File: src/rtl/mem_stage.sv
// ============================================================================
// Module   : mem_stage
// Purpose  : Memory-access stage: load/store over req/ack, stack pointer, write-back.
// Revision : 1.0
// ============================================================================
`default_nettype none

module mem_stage #(
  parameter int                DATA_W  = 8,
  parameter logic [DATA_W-1:0] SP_INIT = 'hFF
) (
  input  logic              clk,
  input  logic              rst,
  input  logic              in_valid,
  output logic              in_ready,
  input  logic              flush,
  input  logic [DATA_W-1:0] ex_addr,
  input  logic [DATA_W-1:0] ex_data,
  input  logic [3:0]        ex_flags,
  input  logic [2:0]        ex_wb_addr,
  input  logic              ex_mem_read,
  input  logic              ex_mem_write,
  input  logic              ex_reg_write,
  input  logic              ex_sp_en,
  input  logic              ex_sp_op,
  output logic              mem_req,
  output logic              mem_we,
  output logic [DATA_W-1:0] mem_addr,
  output logic [DATA_W-1:0] mem_wdata,
  input  logic [DATA_W-1:0] mem_rdata,
  input  logic              mem_ack,
  output logic [DATA_W-1:0] sp_out,
  output logic              wb_valid,
  output logic [DATA_W-1:0] wb_data,
  output logic [2:0]        wb_addr,
  output logic              wb_reg_write,
  output logic [3:0]        wb_flags
);

  localparam logic [DATA_W-1:0] SP_STEP = 1;

  typedef enum logic [0:0] {
    IDLE = 1'b0,
    WAIT = 1'b1
  } state_t;

  state_t            state_q, state_d;
  logic              mem_req_q, mem_req_d;
  logic              mem_we_q, mem_we_d;
  logic [DATA_W-1:0] mem_addr_q, mem_addr_d;
  logic [DATA_W-1:0] mem_wdata_q, mem_wdata_d;
  logic [DATA_W-1:0] sp_q, sp_d;
  logic              wb_valid_q, wb_valid_d;
  logic [DATA_W-1:0] wb_data_q, wb_data_d;
  logic [2:0]        wb_addr_q, wb_addr_d;
  logic              wb_reg_write_q, wb_reg_write_d;
  logic [3:0]        wb_flags_q, wb_flags_d;
  // Instruction fields held while the memory access is outstanding
  logic              pend_read_q, pend_read_d;
  logic              pend_reg_write_q, pend_reg_write_d;
  logic [2:0]        pend_wb_addr_q, pend_wb_addr_d;
  logic [3:0]        pend_flags_q, pend_flags_d;
  logic              pend_sp_en_q, pend_sp_en_d;
  logic              pend_sp_op_q, pend_sp_op_d;

  logic accept;
  logic is_mem;

  always_comb begin
    accept           = in_valid && (state_q == IDLE) && !flush;
    is_mem           = ex_mem_read || ex_mem_write;
    state_d          = state_q;
    mem_req_d        = mem_req_q;
    mem_we_d         = mem_we_q;
    mem_addr_d       = mem_addr_q;
    mem_wdata_d      = mem_wdata_q;
    sp_d             = sp_q;
    wb_valid_d       = 1'b0;
    wb_data_d        = wb_data_q;
    wb_addr_d        = wb_addr_q;
    wb_reg_write_d   = wb_reg_write_q;
    wb_flags_d       = wb_flags_q;
    pend_read_d      = pend_read_q;
    pend_reg_write_d = pend_reg_write_q;
    pend_wb_addr_d   = pend_wb_addr_q;
    pend_flags_d     = pend_flags_q;
    pend_sp_en_d     = pend_sp_en_q;
    pend_sp_op_d     = pend_sp_op_q;

    case (state_q)
      IDLE: begin
        if (accept && is_mem) begin
          state_d          = WAIT;
          mem_req_d        = 1'b1;
          mem_we_d         = ex_mem_write;
          mem_addr_d       = ex_addr;
          mem_wdata_d      = ex_data;
          pend_read_d      = ex_mem_read && !ex_mem_write;
          pend_reg_write_d = ex_reg_write;
          pend_wb_addr_d   = ex_wb_addr;
          pend_flags_d     = ex_flags;
          pend_sp_en_d     = ex_sp_en;
          pend_sp_op_d     = ex_sp_op;
        end else if (accept) begin
          wb_valid_d     = 1'b1;
          wb_data_d      = ex_data;
          wb_addr_d      = ex_wb_addr;
          wb_reg_write_d = ex_reg_write;
          wb_flags_d     = ex_flags;
          if (ex_sp_en) begin
            sp_d = ex_sp_op ? sp_q + SP_STEP : sp_q - SP_STEP;
          end
        end
      end
      WAIT: begin
        // Flush is deliberately not looked at here: a started access always completes
        if (mem_ack) begin
          state_d        = IDLE;
          mem_req_d      = 1'b0;
          wb_valid_d     = 1'b1;
          wb_data_d      = pend_read_q ? mem_rdata : mem_wdata_q;
          wb_addr_d      = pend_wb_addr_q;
          wb_reg_write_d = pend_reg_write_q;
          wb_flags_d     = pend_flags_q;
          if (pend_sp_en_q) begin
            sp_d = pend_sp_op_q ? sp_q + SP_STEP : sp_q - SP_STEP;
          end
        end
      end
      default: state_d = IDLE;
    endcase
  end

  always_ff @(posedge clk) begin
    if (rst) begin
      state_q          <= IDLE;
      mem_req_q        <= 1'b0;
      mem_we_q         <= 1'b0;
      mem_addr_q       <= '0;
      mem_wdata_q      <= '0;
      sp_q             <= SP_INIT;
      wb_valid_q       <= 1'b0;
      wb_data_q        <= '0;
      wb_addr_q        <= '0;
      wb_reg_write_q   <= 1'b0;
      wb_flags_q       <= '0;
      pend_read_q      <= 1'b0;
      pend_reg_write_q <= 1'b0;
      pend_wb_addr_q   <= '0;
      pend_flags_q     <= '0;
      pend_sp_en_q     <= 1'b0;
      pend_sp_op_q     <= 1'b0;
    end else begin
      state_q          <= state_d;
      mem_req_q        <= mem_req_d;
      mem_we_q         <= mem_we_d;
      mem_addr_q       <= mem_addr_d;
      mem_wdata_q      <= mem_wdata_d;
      sp_q             <= sp_d;
      wb_valid_q       <= wb_valid_d;
      wb_data_q        <= wb_data_d;
      wb_addr_q        <= wb_addr_d;
      wb_reg_write_q   <= wb_reg_write_d;
      wb_flags_q       <= wb_flags_d;
      pend_read_q      <= pend_read_d;
      pend_reg_write_q <= pend_reg_write_d;
      pend_wb_addr_q   <= pend_wb_addr_d;
      pend_flags_q     <= pend_flags_d;
      pend_sp_en_q     <= pend_sp_en_d;
      pend_sp_op_q     <= pend_sp_op_d;
    end
  end

  assign in_ready     = (state_q == IDLE);
  assign mem_req      = mem_req_q;
  assign mem_we       = mem_we_q;
  assign mem_addr     = mem_addr_q;
  assign mem_wdata    = mem_wdata_q;
  assign sp_out       = sp_q;
  assign wb_valid     = wb_valid_q;
  assign wb_data      = wb_data_q;
  assign wb_addr      = wb_addr_q;
  assign wb_reg_write = wb_reg_write_q;
  assign wb_flags     = wb_flags_q;

endmodule

`default_nettype wire

File: config.mk
export PLATFORM = sky130hd
export DESIGN_NAME = mem_stage
export DESIGN_NICKNAME = d
export VERILOG_FILES = /design/src/rtl/mem_stage.sv
export SDC_FILE = /design/constraint.sdc
export NUM_CORES = 1
export LEC_CHECK = 0
export ABC_AREA = 1
export CORE_MARGIN = 4
export CORE_UTILIZATION = 30
export DETAILED_ROUTE_END_ITERATION = 6
export GPL_TIMING_DRIVEN = 0
export PLACE_DENSITY = 0.54
export SLEW_MARGIN = 20
export SYNTH_ARGS = -nofsm -noshare
export SYNTH_HDL_FRONTEND = slang
export SYNTH_SLANG_ARGS = --single-unit
File: constraint.sdc
create_clock -name clk -period 1.9 [get_ports clk]
set_clock_uncertainty 0.1 [all_clocks]
set_input_delay 0.38 -clock clk [delete_from_list [all_inputs] [get_ports clk]]
set_output_delay 0.38 -clock clk [all_outputs]
set_load 0.02 [all_outputs]
==> results_dict.tcl, run 1 <==
set metrics [dict create \
    outcome "finished, final reports clean" \
    rrSetupSlack_ps 240 \
    cp.arrival_ps 1350 \
    clk_latency_ps 320 \
    fmax_mhz 546 \
    endpoint "sp_out[7]" \
    grt_max_degree 20 \
    crit_buf_inv 1 \
    worstSetupPathType "flop to output pin" \
    yosysWarnings 0 \
    ioPinCount 85 \
    cts_tree "done" \
    drt_iter0_markers 102 \
    syn_inst 352 \
    synth_top_area_share_pct 43.8 \
    grt_pass1_vias 2420 \
    wl_per_cell_um 13.8 \
    rr_endpoint "wb_data[6]" \
    viasPerCell 4.68 \
    clk_pin_slew_ps 110 \
    place_inst 540 \
    rsz0062_at_grt "false" \
    die_area_um2 9900 \
    synth_seq_cells 55 \
    gp_congestion 0.844 \
    cp_slowest_cell "clkdlybuf4s50_1" \
    h-tree-depth 2 \
    tns_ps 0 \
    tightest_slew_ps 536 \
    p_leak_nw 1.50 \
    dp_hpwl_um 5600 \
    drc_errors 0 \
    synth_top_area_cell "dfxtp_1" \
    antenna_cells 0 \
    cap_violations 0 \
    reg2reg_depth 6 \
    layout-drive-gt1-share_pct 7.24 \
    critical-path-top-delay-family "buffers and inverters" \
    layout_min_cycle_time_ps 1830 \
    routed_wl_um 7550 \
    vias 2559 \
    cp_data_required_time_ps 1420 \
    start_util_pct 30.7 \
    post_cts_buffers 0 \
    ys_seq_area_share_pct 43.8 \
    slew_headroom_pct 64.3 \
    drtAntennaViolNets 0 \
    path_cells "clkdlybuf4s50_1" \
    power_mw 2.53 \
    worstSetupStartpointType "flop" \
    worstPathMaxFanout 5 \
    first_pass_iters 4 \
    peakVddDrop_uv 239 \
    cts_made_buffers 5 \
    design.core.area_um2 8180 \
    hold_class "input pin to flop" \
    crit_path_end_kind "output pin" \
    clock_sinks 55 \
    setup_viol 0 \
    area_delta_synth_final_pct 42.2 \
    portBuffers 83 \
    synth_area_um2 2510 \
    synthTopCellsByArea "dfxtp_1 (44%), nor2_1 (12%), nand2_1 (7.8%)" \
    finalCritPeriodShare_pct 96.4 \
    crit_cells 1 \
    max_stage_delay_ps 630 \
    fp.dieW_um 99.5 \
    die_h_um 99.5 \
    clock-root-buffer "clkbuf_8" \
    ys_types 28 \
    antenna_found_initial 0 \
    fin_cells 547 \
    nNetsFinal 484 \
    cts_max_path_buffers 2 \
    finalHoldViolations 0 \
    power_density_nw_per_um2 708 \
    rows 33 \
    crit_start "sp_out[7]" \
    synth_area_per_cell_um2 7.13 \
    grt_overflow 0 \
    track_usage_pct 15.6 \
    slew_violations 0 \
    synth_nets 395 \
    timing.rr.start "state_q" \
    grt_pass1_wl_um 12300 \
]
## worst min-delay path by stage
stage	start	to	slack [ps]	cells after the start
after floorplan	pend_sp_en_q	pend_sp_en_q	330	2
after global placement	pend_sp_en_q	pend_sp_en_q	340	2
after detailed placement	mem_we	mem_we	360	2
after CTS	rst	mem_we	240	2
after global routing	rst	mem_we	250	2
final	rst	mem_we	250	2
## cell families after synthesis
group / synth area share [%]
and+or+nand+nor: 29.2
buffers and inverters: 8.22
AOI/OAI and AO/OA: 17.3
adders and majority gates: 0.996
DFF: 43.8
xor gates and xnor gates: 0.349
## registers in the layout (all words and copies together), names as in the netlist
signal            count
pend_sp_op_q          1
mem_we                1
pend_flags_q          4
mem_addr              8
sp_out                8
pend_sp_en_q          1
wb_flags              4
pend_read_q           1
pend_wb_addr_q        3
pend_reg_write_q      1
mem_req               1
wb_reg_write          1
wb_addr               3
wb_data               8
wb_valid              1
state_q               1
mem_wdata             8
## where the power goes
group	switching, mW	internal [mW]	total [mW]
sequential	0.0426	1.22	1.27
combinational	0.295	0.251	0.545
clock	0.442	0.275	0.716
## cell usage in the layout (no fill, tap or decap), types with 5 or more instances in the layout
master / count
nand3_1: 24
nand2_1: 52
a31oi_1: 8
o21ai_0: 34
o21ai_1: 14
clkbuf_1: 5
inv_1: 20
clkdlybuf4s50_1: 75
nor2_1: 81
a21oi_1: 14
dlygate4sd2_1: 6
nor3_1: 7
buf_2: 9
a211oi_1: 7
dfxtp_1: 55
clkbuf_8: 5
## cell usage after synthesis, drive strengths merged
cell    instances
a21oi          14
a211oi          7
inv            23
clkbuf          6
nand3          24
xor2            1
nor2           82
or2             1
buf            12
o21ai          49
clkinv          1
nand2          56
a31oi           8
o211ai          1
nor3            8
ha              2
dfxtp          55
nand4           1
o22ai           1
## per-layer routing
layer / vias to the layer above / routed length (um) / global-route usage, %
met5: - / 0 / 0
met4: 0 / 72 / 4.10
met3: 7 / 614 / 5.40
met2: 77 / 3330 / 24.2
met1: 1140 / 3530 / 20.7
li1: 1335 / - / -
## per-stage QoR
stage | utilization (%) | instance area (um2) | setup slack (ps) | hold slack [ps]
5_1_grt | 43.7 | 3570 | 18.3 | 251
4_1_cts | 43.5 | 3560 | 2.96 | 244
6_report | 43.7 | 3570 | 68.6 | 253
3_5_place_dp | 42.5 | 3470 | -237 | 359
3_3_place_gp | 42.5 | 3470 | -237 | 341
2_1_floorplan | - | 2510 | 449 | 330
## layout make-up
cell class,count,area (um2)
timing repair buffer,83,828
clock buffer,5,68.8
inverter,24,105
clock inverter,3,27.5
fill,845,4600
tap,105,131
buffer,17,97.6
multi-input combinational,255,1210
sequential,55,1100
## what timing repair did
action / 4_1_cts / 5_1_grt
gates resized for setup: 6 / 3
setup endpoints to repair: 6 / 3
hold buffers: 0 / 0
(Power assumes the default switching activity.)
==> run 2: changes to the inputs <==
--- a/config.mk
+++ b/config.mk
@@ -11,6 +11,7 @@
 export DETAILED_ROUTE_END_ITERATION = 6
 export GPL_TIMING_DRIVEN = 0
 export PLACE_DENSITY = 0.54
+export RECOVER_POWER = 25
 export SLEW_MARGIN = 20
 export SYNTH_ARGS = -nofsm -noshare
 export SYNTH_HDL_FRONTEND = slang
==> run 2 against run 1 <==
  * Fmax barely moved
  * Sequential cell count did not move
  * Largest power group unchanged
  * Worst setup slack got worse by 1.1 ps
  * Final cell count did not move
  * Sequential share of layout area rose by 0.25 points
  * Largest cell class unchanged
  * Combinational power fell by 0.9%
  * Global-route usage did not move
  * Routed wire length barely moved
  * Core utilization fell by 0.35 points
  * Via count barely moved
==> results_dict.tcl, run 2 (synthesis results as in run 1) <==
set metrics [dict create \
    outcome "finished, final reports clean" \
    crit_path_end_kind "output pin" \
    layout-drive-gt1-share_pct 6.11 \
    rr_endpoint "wb_data[6]" \
    layout_commonest_cell "nor2_1" \
    antenna_cells 0 \
    power.switching_mw 0.778 \
    layout_common_cells "nor2_1 (81), clkdlybuf4s50_1 (75), dfxtp_1 (55)" \
    cts_max_path_buffers 2 \
    layout_min_cycle_time_ps 1830 \
    routed_wl_um 7550 \
    die_h_um 99.5 \
    clock_sinks 55 \
    wl_per_cell_um 13.8 \
    post-route-util_pct 43.3 \
    crit_buf_inv 1 \
    hp-start "rst" \
    clock-root-buffer "clkbuf_8" \
    h-tree-depth 2 \
    cts_made_buffers 5 \
    place_inst 540 \
    cts_tree "done" \
    slew_violations 0 \
    fp.dieW_um 99.5 \
    critical-path-top-delay-family "buffers and inverters" \
    combPwrFrac_pct 21.4 \
    holdBufCountCts 0 \
    rrSetupSlack_ps 230 \
    fmax_mhz 546 \
    power_density_nw_per_um2 712 \
    path_cells "clkdlybuf4s50_1" \
    grt_pass1_wl_um 12300 \
    p_clk_share_pct 28.4 \
    ioPinCount 85 \
    grt_pass1_vias 2420 \
    clk_pin_slew_ps 110 \
    antenna_found_initial 0 \
    cap_violations 0 \
    portBuffers 83 \
    fin_cells 547 \
    post_cts_buffers 0 \
    finalHoldViolations 0 \
    p_leak_nw 1.48 \
    postCtsResizedCells 6 \
    hold_class "input pin to flop" \
    track_usage_pct 15.6 \
    gp_congestion 0.844 \
    p_int_mw 1.74 \
    design.core.area_um2 8180 \
    tightest_slew_ps 544 \
    cp_data_required_time_ps 1420 \
    cp.arrival_ps 1350 \
    hold_path_end "mem_we" \
    slew_headroom_pct 63.7 \
    peakVddDrop_uv 238 \
    drc_errors 0 \
    finalCritPeriodShare_pct 96.4 \
    worstSetupStartpointType "flop" \
    nNetsFinal 484 \
    drt_iter0_markers 89 \
    dp_hpwl_um 5600 \
    setup_viol 0 \
    viasPerCell 4.67 \
    worstPathMaxFanout 5 \
    pwr-share-seq_pct 50.2 \
    first_pass_iters 5 \
    start_util_pct 30.7 \
    drtAntennaViolNets 0 \
    rows 33 \
    area_delta_synth_final_pct 41.1 \
    clk_latency_ps 320 \
    max_stage_delay_ps 630 \
    worstSetupPathType "flop to output pin" \
    switching_share_pct 30.9 \
    timing.rr.start "state_q" \
    hold_depth 2 \
    reg2reg_depth 9 \
    die_area_um2 9900 \
    cp_slowest_cell "clkdlybuf4s50_1" \
    vias 2557 \
    grt_overflow 0 \
    rsz0062_at_grt "false" \
    grt_max_degree 20 \
]
## run 2: power groups by stage
stage	Clock (mW)	Combinational, mW	Sequential, mW
global route	0.791	0.599	1.28
global placement	0	0.549	1.29
CTS	0.755	0.551	1.27
floorplan	0	0.223	1.35
detailed placement	0	0.552	1.29
finish	0.715	0.540	1.27
## run 2: area by class of cell
cell class	instances	area, um2
clock buffer	5	68.8
tap	105	131
inverter	24	105
sequential	55	1100
buffer	17	86.3
timing repair buffer	83	811
clock inverter	3	27.5
multi-input combinational	255	1210
fill	852	4630
## run 2: through the flow
step | setup slack, ps | hold slack, ps | power (mW) | TNS (ps) | area (um2)
floorplan | 449 | 330 | 1.57 | 0 | 2510
global placement | -237 | 341 | 1.84 | -779 | 3470
detailed placement | -237 | 359 | 1.84 | -937 | 3470
CTS | 2.96 | 244 | 2.57 | 0 | 3560
global route | 18.3 | 251 | 2.67 | 0 | 3540
finish | 67.5 | 254 | 2.52 | 0 | 3540
## run 2: per-layer routing
metal	share of wire (%)	GRT usage [%]	up-vias
met2	44	24.2	85
met1	46	20.7	1132
met5	0	0	-
li1	-	-	1333
met3	8.7	5.40	7
met4	0.95	4.10	0
## run 2: worst max-delay path by stage
stage / start / to / slack (ps) / cells past startpoint
floorplan: sp_out[0] / sp_out[6] / 450 / 11
global placement: state_q / in_ready / -240 / 4
detailed placement: state_q / in_ready / -240 / 4
CTS: sp_out[0] / sp_out[0] / 3 / 1
global route: mem_wdata[7] / mem_wdata[7] / 20 / 1
finish: sp_out[7] / sp_out[7] / 70 / 1
==> run 3: changes to the inputs <==
--- a/config.mk
+++ b/config.mk
@@ -6,7 +6,6 @@
 export NUM_CORES = 1
 export LEC_CHECK = 0
 export ABC_AREA = 1
-export CORE_MARGIN = 4
 export CORE_UTILIZATION = 30
 export DETAILED_ROUTE_END_ITERATION = 6
 export GPL_TIMING_DRIVEN = 0
==> run 3 against run 2 <==
  * Count of clock-buffer cells in the layout is 1 higher
  * Combinational power is 0.9% lower
  * Critical path depth stayed put
  * Power is 4.0% higher
  * Largest power group unchanged
  * Sequential power hardly changed
  * Hold slack hardly changed
  * Critical path type unchanged
  * Worst setup slack better by 0.51 ps
  * Core utilization hardly changed
  * Sequential share of layout area hardly changed
  * Highest routed layer unchanged
  * Via count is 1.4% lower
  * Final area hardly changed
  * Critical endpoint is now sp_out[1]
  * Clock power is 15% higher
==> results_dict.tcl, run 3 (synthesis results as in run 1) <==
set metrics [dict create \
    outcome "finished, final reports clean" \
    p_leak_nw 1.50 \
    clock_sinks 55 \
    power.switching_mw 0.727 \
    layout_min_cycle_time_ps 1830 \
    worstSetupStartpointType "flop" \
    cts_max_path_buffers 2 \
    die_area_um2 8740 \
    clk_latency_ps 310 \
    hold_depth 2 \
    grt_max_degree 18 \
    whs_ps 253 \
    grt_pass1_wl_um 12100 \
    antenna_cells 0 \
    first_pass_iters 5 \
    slew_violations 0 \
    area_delta_synth_final_pct 41.2 \
    drt_iter0_markers 64 \
    nNetsFinal 484 \
    fp.dieW_um 93.5 \
    cp_data_required_time_ps 1420 \
    crit_cells 1 \
    layout_commonest_cell "nor2_1" \
    path_cells "clkdlybuf4s50_1" \
    rrSetupSlack_ps 210 \
    worstPathMaxFanout 5 \
    p_int_mw 1.90 \
    fmax_mhz 546 \
    hold_path_end "mem_we" \
    place_ws_ps -222 \
    drtAntennaViolNets 0 \
    drc_errors 0 \
    worstSetupPathType "flop to output pin" \
    switching_share_pct 27.7 \
    die_h_um 93.5 \
    clk_pin_slew_ps 100 \
    setup_ws_ps 68.0 \
    start_util_pct 30.7 \
    final_area_um2 3540 \
    rr_endpoint "wb_data[6]" \
    cts_tree "done" \
    power_density_nw_per_um2 740 \
    antenna_found_initial 0 \
    grt_pass1_vias 2498 \
    tightest_slew_ps 575 \
    cp.arrival_ps 1350 \
    reg2reg_depth 6 \
    pwr-share-seq_pct 48.3 \
    gp_congestion 0.794 \
    setup_viol 0 \
    hp-start "rst" \
    rsz0062_at_grt "false" \
    cts_made_buffers 5 \
    hold_class "input pin to flop" \
    routed_wl_um 7270 \
    cp_slowest_cell "clkdlybuf4s50_1" \
    crit_buf_inv 1 \
    vias 2522 \
    viasPerCell 4.61 \
    peakVddDrop_uv 253 \
    wl_per_cell_um 13.3 \
    finalCritPeriodShare_pct 96.4 \
    place_area_um2 3470 \
    combPwrFrac_pct 20.4 \
    h-tree-depth 2 \
    track_usage_pct 17.8 \
    clock-root-buffer "clkbuf_8" \
    layout-drive-gt1-share_pct 6.79 \
    max_stage_delay_ps 630 \
    critical-path-top-delay-family "buffers and inverters" \
    portBuffers 83 \
    cap_violations 0 \
    design.core.area_um2 8180 \
    dp_hpwl_um 5300 \
    crit_path_end_kind "output pin" \
    rows 33 \
    grt_overflow 0 \
    layout_common_cells "nor2_1 (81), clkdlybuf4s50_1 (76), dfxtp_1 (55)" \
    ioPinCount 85 \
    slew_headroom_pct 61.7 \
    p_clk_share_pct 31.3 \
    timing.rr.start "state_q" \
    finalHoldViolations 0 \
    post_cts_buffers 0 \
]
run 3: power by group through the flow:
stage	Combinational, mW	Clock (mW)	Sequential, mW
after floorplan	0.223	0	1.35
after global placement	0.547	0	1.29
after detailed placement	0.550	0	1.29
after CTS	0.550	0.843	1.27
after global routing	0.597	0.888	1.28
final	0.535	0.820	1.27
run 3: how the worst max path moves through the flow:
stage | startpoint | end | slack, ps
floorplan | sp_out[0] | sp_out[6] | 450
detailed placement | state_q | in_ready | -220
global route | ex_sp_op | sp_out[3] | 20
finish | sp_out[1] | sp_out[1] | 70
CTS | sp_out[2] | sp_out[2] | 5
global placement | state_q | in_ready | -220
run 3: metrics by stage:
step                TNS, ps  total power, mW  utilization (%)  std cells
floorplan                 0             1.57                -        352
global placement       -709             1.84             42.5        540
detailed placement    -1260             1.84             42.5        540
CTS                       0             2.66             43.8        547
global route              0             2.76             43.4        547
finish                    0             2.62             43.4        547
run 3: repair_timing:
item | CTS | global route
resized for setup | 2 | 5
hold buffers | 0 | 0
pin swaps | 0 | 0
setup endpoints to repair | 2 | 5
run 3: layer usage:
metal | vias to the layer above | wire [um] | track usage, %
met5 | - | 0 | 0
met3 | 4 | 569 | 5.85
met1 | 1113 | 3320 | 22.1
met2 | 68 | 3340 | 29.8
li1 | 1337 | - | -
met4 | 0 | 48 | 3.85
run 3: area by class of cell:
cell class,instances,area (um2)
multi-input cells,255,1200
inverters,24,105
well taps,105,131
flip-flops and latches,55,1100
clock inverters,2,35.0
fillers,879,4630
clock buffers,6,82.6
plain buffers,17,88.8
repair buffers,83,797
